**src/rtl/instr_mem_loader.sv**
```systemverilog
`default_nettype none
// ============================================================================
// Module   : instr_mem_loader
// Purpose  : Streams 32-bit instruction words into a byte-wide instruction
//            memory (little-endian, four byte writes per word) and holds the
//            core until a complete program image has been written.
// Revision : 1.0 - initial release
// ============================================================================
module instr_mem_loader #(
   parameter int MEM_BYTES = 128,
   parameter int ADDR_W    = 7,
   parameter int BASE_ADDR = 0
) (
   input  logic              clk,
   input  logic              reset,
   input  logic              start,
   input  logic              in_valid,
   input  logic [31:0]       in_data,
   input  logic              in_last,
   output logic              in_ready,
   output logic              mem_we,
   output logic [ADDR_W-1:0] mem_addr,
   output logic [7:0]        mem_wdata,
   output logic              core_hold,
   output logic              done,
   output logic              error,
   output logic [ADDR_W-2:0] word_count
);

   typedef enum logic [2:0] {
      S_IDLE  = 3'd0,
      S_LOAD  = 3'd1,
      S_WRITE = 3'd2,
      S_DONE  = 3'd3,
      S_ERR   = 3'd4
   } state_t;

   // Pointer is one bit wider than the address so "memory full" is visible.
   localparam logic [ADDR_W:0] BASE_PTR  = (ADDR_W+1)'(BASE_ADDR);
   localparam logic [ADDR_W:0] END_PTR   = (ADDR_W+1)'(MEM_BYTES);
   localparam logic [ADDR_W:0] WORD_STEP = (ADDR_W+1)'(4);

   state_t            state;
   state_t            state_nx;
   logic [ADDR_W:0]   ptr;
   logic [ADDR_W:0]   ptr_plus;
   logic [1:0]        byte_idx;
   logic [31:0]       byte_shift;   // latched word, shifted one byte per write
   logic              last_q;

   assign ptr_plus  = ptr + WORD_STEP;
   // Low byte of the shift register is the byte currently being written; it
   // stays put after the final write so the data bus holds its last value.
   assign mem_wdata = byte_shift[7:0];

   // State register
   always_ff @(posedge clk) begin
      if (!reset) state <= S_IDLE;
      else        state <= state_nx;
   end

   // Next-state decode and state-derived outputs
   always_comb begin
      state_nx  = state;
      in_ready  = 1'b0;
      mem_we    = 1'b0;
      done      = 1'b0;
      error     = 1'b0;
      core_hold = 1'b1;
      case (state)
         S_IDLE: begin
            if (start) state_nx = S_LOAD;
         end
         S_LOAD: begin
            in_ready = 1'b1;
            if (in_valid) state_nx = S_WRITE;
         end
         S_WRITE: begin
            mem_we = 1'b1;
            if (byte_idx == 2'd3) begin
               if (last_q)                   state_nx = S_DONE;
               else if (ptr_plus == END_PTR) state_nx = S_ERR;
               else                          state_nx = S_LOAD;
            end
         end
         S_DONE: begin
            done      = 1'b1;
            core_hold = 1'b0;
            if (start) state_nx = S_LOAD;
         end
         S_ERR: begin
            error = 1'b1;
            if (start) state_nx = S_LOAD;
         end
         default: state_nx = S_IDLE;
      endcase
   end

   // Datapath: word capture, byte sequencing, pointer and word counter
   always_ff @(posedge clk) begin
      if (!reset) begin
         ptr        <= BASE_PTR;
         byte_idx   <= 2'd0;
         byte_shift <= 32'd0;
         last_q     <= 1'b0;
         mem_addr   <= '0;
         word_count <= '0;
      end else begin
         case (state)
            S_IDLE, S_DONE, S_ERR: begin
               if (start) begin
                  ptr        <= BASE_PTR;
                  word_count <= '0;
               end
            end
            S_LOAD: begin
               if (in_valid) begin
                  byte_shift <= in_data;
                  last_q     <= in_last;
                  byte_idx   <= 2'd0;
                  mem_addr   <= ptr[ADDR_W-1:0];
               end
            end
            S_WRITE: begin
               if (byte_idx == 2'd3) begin
                  ptr        <= ptr_plus;
                  word_count <= word_count + (ADDR_W-1)'(1);
               end else begin
                  byte_idx   <= byte_idx + 2'd1;
                  mem_addr   <= mem_addr + ADDR_W'(1);
                  byte_shift <= {8'h00, byte_shift[31:8]};
               end
            end
            default: ;
         endcase
      end
   end

endmodule
`default_nettype wire
```
**config.mk**
```make
export PLATFORM = sky130hd
export DESIGN_NAME = instr_mem_loader
export DESIGN_NICKNAME = d
export VERILOG_FILES = /design/src/rtl/instr_mem_loader.sv
export SDC_FILE = /design/constraint.sdc
export NUM_CORES = 1
export LEC_CHECK = 0
export ABC_AREA = 1
export CAP_MARGIN = 10
export CORE_ASPECT_RATIO = 0.9
export CORE_MARGIN = 8
export CORE_UTILIZATION = 37
export CTS_BUF_LIST = sky130_fd_sc_hd__clkbuf_2 sky130_fd_sc_hd__clkbuf_4 sky130_fd_sc_hd__clkbuf_8
export DETAILED_ROUTE_END_ITERATION = 12
export DONT_BUFFER_PORTS = 1
export PLACE_DENSITY = 0.48
export SETUP_SLACK_MARGIN = 0.02
export SLEW_MARGIN = 10
export SYNTH_ARGS = -nofsm -noshare
export SYNTH_HDL_FRONTEND = slang
export SYNTH_SLANG_ARGS = --single-unit
```
**constraint.sdc**
```tcl
create_clock -name clk -period 2.3 [get_ports clk]
set_clock_uncertainty 0.15 [all_clocks]
set_input_delay 0.69 -clock clk [delete_from_list [all_inputs] [get_ports clk]]
set_output_delay 0.69 -clock clk [all_outputs]
set_load 0.01 [all_outputs]
```
Word-level counts from Yosys, hierarchy flattened
Cells that the tools add are included.

$add $sub $neg: 4. Multiply operators: 0. Div/mod/pow operators: 0. Magnitude comparators: 0. Eq/ne operators: 10. Shifts and indexed selects: 0. Multiplexer cells: 26. Bitwise operators: 0. Reductions and logical operators: 8.

Operator list (number): $mux W32 (2); $pmux W32 S2 (1); $mux W8 (2); $pmux W8 S2 (1); $mux W3 (5); $mux W7 (2); $pmux W7 S2 (1); $mux W6 (2); $pmux W6 S2 (1); $pmux W3 S3 (1); $reduce_and A3 Y1 (3); $add A8 B3 Y8 const B (1); $eq A8 B8 Y1 const B (1); $add A7 B1 Y7 const B (1); $add A6 B1 Y6 const B (1); $eq A3 B2 Y1 const B (2); $ne A2 B2 Y1 const B (3); $mux W1 (5); $mux W2 (2); $pmux W2 S2 (1); $reduce_bool A2 Y1 (2); $eq A3 B1 Y1 const B (1); $eq A3 B3 Y1 const B (1); $logic_not A3 Y1 (1); 5 further kinds (5).

Register bits after elaboration: 59. Latch bits: 0. Bits in writable memories: 0. Bits in read-only memories: 0. Input port bits: 37. Output and inout port bits: 26. Logic and storage cells: 55. Memories kept: 0.

Depth between registers and ports, before layout
Gate-level depths: netlist (run 1).

Word-level depth: 6. Depth in mapped cells: 10.

Least setup slack after synthesis (run 1)
Ideal clock, no wire load.

Kind: register -> output. Start: register state[2]. End: output port mem_we. Arrival: 1.073 ns. Slack: 0.387 ns. Stages on the path, launching flop included: 4. Path buffers: 2. Path through: dfxtp_1 -> buf_2 -> nor3_4 -> clkbuf_1.

Longest elaborated chain between the ends: 2.

Ends and longest elaborated chain: start, declared (RTL line 43) `state_t state;`; start signal, assigned (RTL line 59) `else state <= state_nx;`; $eq A3 B2 Y1 (RTL line 70) `case (state)`; $mux W1 (RTL line 70); end, declared (RTL line 21) `output logic mem_we,`.

No other way between the ends.

Final worst setup path (run 1)
Start: register state[0]. End: output port done.

Longest elaborated chain between the ends: 2.

Ends and longest elaborated chain: $eq A3 B2 Y1 (RTL line 70); $mux W1 (RTL line 70); end, declared (RTL line 25) `output logic done,`.

No other way between the ends.

==> key figures, run 1 <==
Layout
  – Post-route cell area: 0.00294 mm^2
  – Area delta synth->final: 8.94%
  – Layout cell share with drive strength beyond 1: 0.0965
  – Nets: 411
  – Antenna diodes: 0

Place
  – Port Buffers: 0
  – GP Congestion: 0.803
  – Post-DP HPWL: 4.97 mm
  – Area after DPL: 0.00273 mm^2

Detailed routing
  – Total iterations of the first detailed-routing run: 4
  – Routed WL: 7.04 mm
  – Via/cell ratio: 5.14
  – 1st-iter DRT viols: 140
  – Post-route DRC: 0
  – Post-DRT Antenna Nets: 0
  – Drt wl/cell: 15.1 um
  – Via Count: 2395

Clocking
  – Hold-fix buffers, CTS: 0
  – TritonCTS Buffers: 9
  – Post_cts resized: 0
  – CTS max path bufs: 2
  – H-tree levels: 3
  – CTS tree: built
  – # clock sinks: 57
  – Skew-Pair Late Insertion Delay: 0.34 ns
  – Setup Buffers After CTS: 0
  – Clock-pin slew on the worst setup and hold paths: 0.07 ns
  – CTS Root Cell: clkbuf_8

Timing
  – Hold violation total from the final report: 0
  – Sum of negative setup slack: 0 ns
  – Max Freq: 477 MHz
  – Slew @ Worst Pin: 0.447 ns
  – Setup-failing EPs final: 0
  – Slew headroom: 0.701
  – RSZ-0062 raised after global routing: no
  – Final min period: 2.10 ns
  – Period utilization: 0.912
  – Slew Limit Fails: 0

Synth
  – Netlist cell types: 30
  – Top cell type's share of synthesized area: 0.422
  – Mapped Cells: 378
  – Synth Cell Area: 0.00270 mm^2
  – Sequential area share after synthesis: 0.422
  – Dominant cells by area after synthesis: dfxtp_1, nand2_1, a31oi_1
  – Synth Net Count: 420
  – Synthesized area per cell: 7.15 um^2
  – Number of synthesized register bits: 57
  – Largest area contributor in the netlist: dfxtp_1
  – Synth warn: 0

Critical path
  – Crit path largest cell delay: 0.40 ns
  – Worst R2R End: ptr[5]
  – CP Data Arrival Time: 1.26 ns
  – Slowest cell on the critical path: dfxtp_1
  – Startpoint Class: flip-flop
  – Worst-path maximum fanout: 7
  – CP Class: flip-flop to output pin
  – Crit path capture type: output pin
  – Req. time, crit path: 1.46 ns
  – Critical Path, Cell by Cell: inv_2 > nor3_1 > buf_4
  – Worst r2r path cells: 6
  – R2R setup slack: 0.33 ns
  – Worst R2R Start: state[1]

Power and ir drop
  – Leak: 1.13 nW
  – Pwr/cell area: 1240 mW/mm^2
  – Peak supply drop: 661 uV
  – Total power: 3.65 mW

Floorplanning
  – Die H: 97.1 um
  – Io pins: 63
  – Core box area: 0.00708 mm^2
  – Starting Density: 0.382
  – Row cnt: 29
  – Die X: 106 um
  – Area of the die: 0.0103 mm^2

GRT
  – Initial antenna violation count: 0
  – Remaining Overflow, GRT: 0
  – Largest net degree at the start of global routing: 37
  – Vias in the first global route: 2294
  – First-pass GRT wire length: 11.7 mm
  – Total track usage: 0.140

Flow run
  – Max cap viols: 0

Worst hold path
  – Hold wc startpoint: byte_shift[28]
  – HP Class: flip-flop to flip-flop
  – Endpoint, Worst Hold: byte_shift[28]
  – Hold depth: 2

Status
  – Status: finished, final reports clean
[cell families after synthesis]
group / synth area share
compound gates: 0.202
xor+xnor: 0.00648
fa+ha+maj: 0.0231
buf+inv: 0.0856
flops: 0.422
simple gates: 0.261
[critical path: cells and delay by family (launching register included)]
kind / cells / cell delay, ns
buffers and inverters: 2 / 0.27
DFF: 1 / 0.40
and+or+nand+nor: 1 / 0.24
[sequential cells by signal, summed over array words and instances, names as in the netlist]
| signal | cells |
|---|---|
| state | 3 |
| word_count | 6 |
| last_q | 1 |
| ptr | 6 |
| byte_idx | 2 |
| byte_shift | 32 |
| mem_addr | 7 |
[power by group]
part           total, mW  switching (mW)  internal (mW)
registers           1.55           0.271           1.28
clock network       1.00           0.393          0.611
logic               1.09           0.728          0.366
[metal layers]
| layer | vias up | GRT usage | share of wire |
|---|---|---|---|
| met2 | 53 | 0.195 | 0.41 |
| met4 | 0 | 0.0454 | 0.012 |
| met1 | 1074 | 0.190 | 0.51 |
| met5 | - | 0 | 0 |
| met3 | 10 | 0.0564 | 0.066 |
| li1 | 1258 | - | - |
[layout make-up]
class,instances,area (um^2)
clock inverter,2,35.0
multi-input combinational,272,1330
inverter,20,75.1
sequential,57,1140
timing repair buffer,9,67.6
fill,756,4130
clock buffer,13,179
tap,93,116
[cell usage after synthesis]
cell type and n:
a211oi_1 2, a21oi_1 31, a31oi_1 26, buf_2 5, buf_4 11, clkbuf_1 13
clkinv_1 1, dfxtp_1 57, ha_1 5, inv_1 14, inv_2 5, nand2_1 110
nand2_2 2, nand3_1 22, nand3_2 1, nand3b_1 2, nand4_1 2, nor2_1 22
nor2_2 1, nor3_1 2, nor3_2 1, nor3_4 1, o211a_1 2, o211ai_1 2
o21a_1 1, o21ai_0 2, o21ai_1 32, or2_2 1, xnor2_1 1, xor2_1 1
[worst max-delay path by stage]
stage / from / to / depth (start not counted)
after global routing: state[0] / done / 3
after global placement: state[1] / mem_addr[3] / 8
after CTS: state[0] / done / 3
final: state[0] / done / 3
after floorplan: state[2] / mem_we / 3
after detailed placement: state[1] / ptr[2] / 6
[stage by stage]
stage | hold WS [ns] | util | std cells | setup WS, ns
after global placement | 0.306 | 0.386 | 451 | 0.425
final | 0.319 | 0.416 | 466 | 0.203
after global routing | 0.315 | 0.416 | 466 | 0.0771
after detailed placement | 0.308 | 0.386 | 451 | 0.336
after CTS | 0.310 | 0.416 | 466 | 0.167
after floorplan | 0.290 | - | 378 | 0.387
[cell usage in the layout (no fill, tap or decap), types with 5 or more instances in the layout]
cell | Yosys | layout
nand2_1 | 110 | 110
inv_2 | 5 | 5
a21oi_1 | 31 | 31
nor2_1 | 22 | 22
clkbuf_8 | 0 | 13
ha_1 | 5 | 5
inv_1 | 14 | 14
a31oi_1 | 26 | 26
buf_4 | 11 | 9
o21ai_1 | 32 | 32
dfxtp_1 | 57 | 57
nand3_1 | 22 | 22
Power figures use the tool's default switching activity.
==> run 2: changes to the inputs <==
Settings changed: CORE_UTILIZATION 37 to 40, PLACE_DENSITY 0.48 to 0.57.
==> run 2 against run 1 <==
  * Cell area rose by 1.0%
  * Register-to-register slack improved by 0.16 ns
  * Sequential power barely moved
  * Combinational power barely moved
  * Critical path type unchanged
==> key figures, run 2 (synthesis results as in run 1) <==
Clocking
  – CTS tree: built
  – H-tree levels: 3
  – Setup Buffers After CTS: 0
  – Hold-fix buffers, CTS: 0
  – CTS max path bufs: 2
  – TritonCTS Buffers: 9
  – # clock sinks: 57
  – Skew-Pair Late Insertion Delay: 0.33 ns
  – CTS Root Cell: clkbuf_8
  – Clock-pin slew on the worst setup and hold paths: 0.07 ns
  – Post_cts resized: 0

Critical path
  – Slowest cell on the critical path: dfxtp_1
  – Crit path largest cell delay: 0.40 ns
  – CP Class: flip-flop to output pin
  – Req. time, crit path: 1.46 ns
  – Critical Path, Cell by Cell: inv_2 > nor3_4 > buf_12
  – CP Data Arrival Time: 1.32 ns
  – Worst r2r path cells: 7
  – R2R setup slack: 0.49 ns
  – Worst R2R Start: state[1]
  – Worst R2R End: byte_shift[10]
  – Worst-path maximum fanout: 33
  – Crit path capture type: output pin
  – Startpoint Class: flip-flop

Power and ir drop
  – Pwr/cell area: 1280 mW/mm^2
  – Peak supply drop: 624 uV
  – Leak: 1.14 nW

Floorplanning
  – Starting Density: 0.413
  – Die H: 94.0 um
  – Row cnt: 28
  – Io pins: 63
  – Core box area: 0.00655 mm^2
  – Area of the die: 0.00965 mm^2
  – Die X: 103 um

Detailed routing
  – Post-DRT Antenna Nets: 0
  – Drt wl/cell: 14.6 um
  – Via/cell ratio: 5.20
  – Post-route DRC: 0
  – Via Count: 2406
  – Routed WL: 6.77 mm
  – 1st-iter DRT viols: 141
  – Total iterations of the first detailed-routing run: 5

Place
  – DP Cell Count: 447
  – Port Buffers: 0
  – Post-DP HPWL: 4.69 mm
  – GP Congestion: 0.795

Worst hold path
  – Hold depth: 2
  – HP Class: flip-flop to flip-flop
  – Endpoint, Worst Hold: byte_shift[31]
  – Hold wc startpoint: byte_shift[31]

Timing
  – Sum of negative setup slack: 0 ns
  – WHS: 0.321 ns
  – Hold violation total from the final report: 0
  – Slew headroom: 0.706
  – RSZ-0062 raised after global routing: no
  – Slew @ Worst Pin: 0.441 ns
  – Setup-failing EPs final: 0
  – Max Freq: 462 MHz
  – Period utilization: 0.941
  – Final min period: 2.16 ns
  – Slew Limit Fails: 0

Layout
  – Antenna diodes: 0
  – Most common cell after layout, fill and taps aside: nand2_1
  – Nets: 410
  – Area delta synth->final: 10.0%
  – Top reg by flops: byte_shift
  – Final Non-Filler Cells: 463
  – Largest register FFs: 32
  – Top flop regs: byte_shift x32, mem_addr x7
  – Most frequent cells in the layout: nand2_1, dfxtp_1, o21ai_1
  – Layout cell share with drive strength beyond 1: 0.0965

GRT
  – Total track usage: 0.146
  – Remaining Overflow, GRT: 0
  – First-pass GRT wire length: 11.1 mm
  – Vias in the first global route: 2194
  – Largest net degree at the start of global routing: 43
  – Initial antenna violation count: 0

Status
  – Status: finished, final reports clean

Flow run
  – Max cap viols: 0
==> run 2: changes by cell type in the layout (fill, tap and decap cells not counted) <==
cell / before / now
clkbuf_8: 13 / 9
buf_4: 9 / 7
bufinv_16: 1 / 3
clkbuf_4: 0 / 2
buf_12: 0 / 1
clkinv_4: 0 / 1
==> run 2: worst max-delay path by stage <==
stage | startpoint | end | slack, ns | cells after the start
global placement | state[1] | mem_we | 0.52 | 3
finish | state[1] | mem_we | 0.14 | 3
detailed placement | state[1] | mem_we | 0.50 | 3
floorplan | state[2] | mem_we | 0.39 | 3
global route | state[1] | mem_we | 0.04 | 3
CTS | state[1] | mem_we | 0.12 | 3
==> run 2: area by class of cell <==
cell class                 count  area [um^2]
clock buffer                  11          139
multi-input combinational    272         1330
clock inverter                 5          104
fill                         682         3580
inverter                      20         75.1
sequential                    57         1140
timing repair buffer           8         72.6
tap                           90          113
==> run 2: per-layer routing <==
layer,global-route usage,up-vias,routed length (um)
li1,-,1253,-
met1,0.199,1079,3280
met2,0.200,68,2840
met3,0.0667,6,597
met4,0.0440,0,49
met5,0,-,0
==> run 2: stage by stage <==
step                      power (mW)  setup slack [ns]  utilization  area (um^2)
after floorplan                 2.48             0.387            -         2700
after global placement          2.65             0.517        0.417         2730
after detailed placement        2.68             0.499        0.417         2730
after CTS                       3.84             0.122        0.454         2970
after global routing            4.07            0.0429        0.454         2970
final                           3.80             0.135        0.454         2970
==> run 2: worst max-delay path: cells and delay by family, from the launching register on <==
family / cells / cell delay (ns)
buffers and inverters: 2 / 0.33
AND/OR/NAND/NOR: 1 / 0.25
flip-flops: 1 / 0.40
==> run 2: where the power goes <==
| group | internal (mW) | total [mW] | switching [mW] |
|---|---|---|---|
| combinational | 0.375 | 1.10 | 0.721 |
| sequential | 1.28 | 1.55 | 0.277 |
| clock | 0.744 | 1.15 | 0.405 |
==> run 3: changes to the inputs <==
Settings changed: CORE_UTILIZATION 40 to 39, PLACE_DENSITY 0.57 to 0.56.
==> run 3 against run 2 <==
  * Combinational power about the same
  * Cell count shrank 0.22%
  * Sequential cell count stayed put
  * Sequential power hardly changed
  * Critical path type unchanged
  * Clock power down 30%
  * Total power is 9.4% lower
  * Sequential share of layout area is 1.0 points higher
  * Maximum frequency is 0.80% higher
  * Worst hold slack worse by 0.0083 ns
  * Largest power group unchanged
==> key figures, run 3 (synthesis results as in run 1) <==
Flow run
  – Max cap viols: 0

Layout
  – Layout Utilization: 0.435
  – Largest register FFs: 32
  – Area delta synth->final: 7.18%
  – Top flop regs: byte_shift x32, mem_addr x7
  – Top reg by flops: byte_shift
  – Most frequent cells in the layout: nand2_1, dfxtp_1, o21ai_1
  – Antenna diodes: 0
  – Layout cell share with drive strength beyond 1: 0.0941
  – Most common cell after layout, fill and taps aside: nand2_1
  – Nets: 410

Place
  – Post-DP HPWL: 4.74 mm
  – Port Buffers: 0
  – GP Congestion: 0.765

Floorplanning
  – Starting Density: 0.406
  – Core box area: 0.00666 mm^2
  – Die H: 95.0 um
  – Io pins: 63
  – Die X: 104 um
  – Area of the die: 0.00985 mm^2
  – Row cnt: 28

Power and ir drop
  – Sequential fraction of design power: 0.449
  – Sw Share: 0.399
  – Clock power share: 0.235
  – NetSw: 1.37 mW
  – Peak supply drop: 701 uV
  – Leak: 1.11 nW
  – Pwr/cell area: 1190 mW/mm^2
  – Gate power share: 0.316
  – Pint: 2.07 mW

Critical path
  – CP Class: flip-flop to output pin
  – Startpoint Class: flip-flop
  – CP Data Arrival Time: 1.31 ns
  – Critical Path, Cell by Cell: inv_2 > nor3_4 > buf_12
  – Crit path largest cell delay: 0.39 ns
  – Crit path capture type: output pin
  – Cell family with most CP delay: flip-flops
  – WP buf/inv: 2
  – Req. time, crit path: 1.46 ns
  – Worst-path maximum fanout: 34
  – Slowest cell on the critical path: dfxtp_1

GRT
  – Vias in the first global route: 2132
  – First-pass GRT wire length: 11.0 mm
  – Total track usage: 0.140
  – Initial antenna violation count: 0
  – Largest net degree at the start of global routing: 39
  – Remaining Overflow, GRT: 0

Timing
  – Final min period: 2.15 ns
  – RSZ-0062 raised after global routing: no
  – Hold violation total from the final report: 0
  – Slew headroom: 0.701
  – Max Freq: 466 MHz
  – Slew Limit Fails: 0
  – Sum of negative setup slack: 0 ns
  – Slew @ Worst Pin: 0.447 ns
  – Period utilization: 0.934
  – Setup-failing EPs final: 0

Clocking
  – Setup Buffers After CTS: 0
  – Hold-fix buffers, CTS: 0
  – CTS tree: built
  – # clock sinks: 57
  – Post_cts resized: 0
  – Clock-pin slew on the worst setup and hold paths: 0.06 ns
  – H-tree levels: 3
  – Skew-Pair Late Insertion Delay: 0.34 ns
  – CTS Root Cell: clkbuf_8
  – TritonCTS Buffers: 9
  – CTS max path bufs: 2

Status
  – Status: finished, final reports clean

Detailed routing
  – Total iterations of the first detailed-routing run: 4
  – Drt wl/cell: 14.8 um
  – 1st-iter DRT viols: 179
  – Routed WL: 6.83 mm
  – Post-DRT Antenna Nets: 0
  – Via Count: 2380
  – Post-route DRC: 0
  – Via/cell ratio: 5.15

Worst hold path
  – HP Class: flip-flop to flip-flop
[run 3: layout make-up]
cell class	instances	area [um^2]
fillers	710	3760
multi-input cells	272	1330
flip-flops and latches	57	1140
clock buffers	11	145
well taps	90	113
inverters	20	75.1
repair buffers	8	72.6
clock inverters	4	20.0
[run 3: through the flow]
| step | std cells | area [um^2] | hold WS, ns | power (mW) | setup slack (ns) |
|---|---|---|---|---|---|
| 2_1_floorplan | 378 | 2700 | 0.290 | 2.48 | 0.387 |
| 3_3_place_gp | 447 | 2730 | 0.302 | 2.65 | 0.533 |
| 3_5_place_dp | 447 | 2730 | 0.306 | 2.67 | 0.501 |
| 4_1_cts | 462 | 2900 | 0.302 | 3.49 | 0.140 |
| 5_1_grt | 462 | 2900 | 0.305 | 3.71 | 0.0844 |
| 6_report | 462 | 2900 | 0.313 | 3.44 | 0.153 |
[run 3: worst paths after layout]
| kind | to | startpoint | depth (start not counted) | slack, ns |
|---|---|---|---|---|
| setup / recovery | mem_we | state[1] | 3 | 0.15 |
| hold / removal | byte_shift[25] | byte_shift[25] | 2 | 0.31 |
| setup reg to reg | ptr[2] | state[1] | 6 | 0.48 |
| hold reg to reg | byte_shift[25] | byte_shift[25] | 2 | 0.31 |
[run 3: worst register-to-register path, stage by stage (launching register included)]
cell and delay [ns]:
dfxtp_1 0.39, inv_2 0.10, nor3_4 0.23, inv_2 0.23, nor2_2 0.37, nor2_1 0.07
a211oi_1 0.19
[run 3: power groups by stage]
stage	Clock [mW]	Combinational, mW	Sequential (mW)
floorplan	0	1.01	1.47
global placement	0	1.08	1.57
detailed placement	0	1.10	1.57
CTS	0.839	1.10	1.55
global route	0.882	1.25	1.59
finish	0.810	1.09	1.54
[run 3: metal layers]
layer | track usage | routed length, um | up-vias
li1 | - | - | 1251
met1 | 0.182 | 3390 | 1059
met2 | 0.193 | 2770 | 57
met3 | 0.0667 | 567 | 13
met4 | 0.0614 | 107 | 0
met5 | 0 | 0 | -
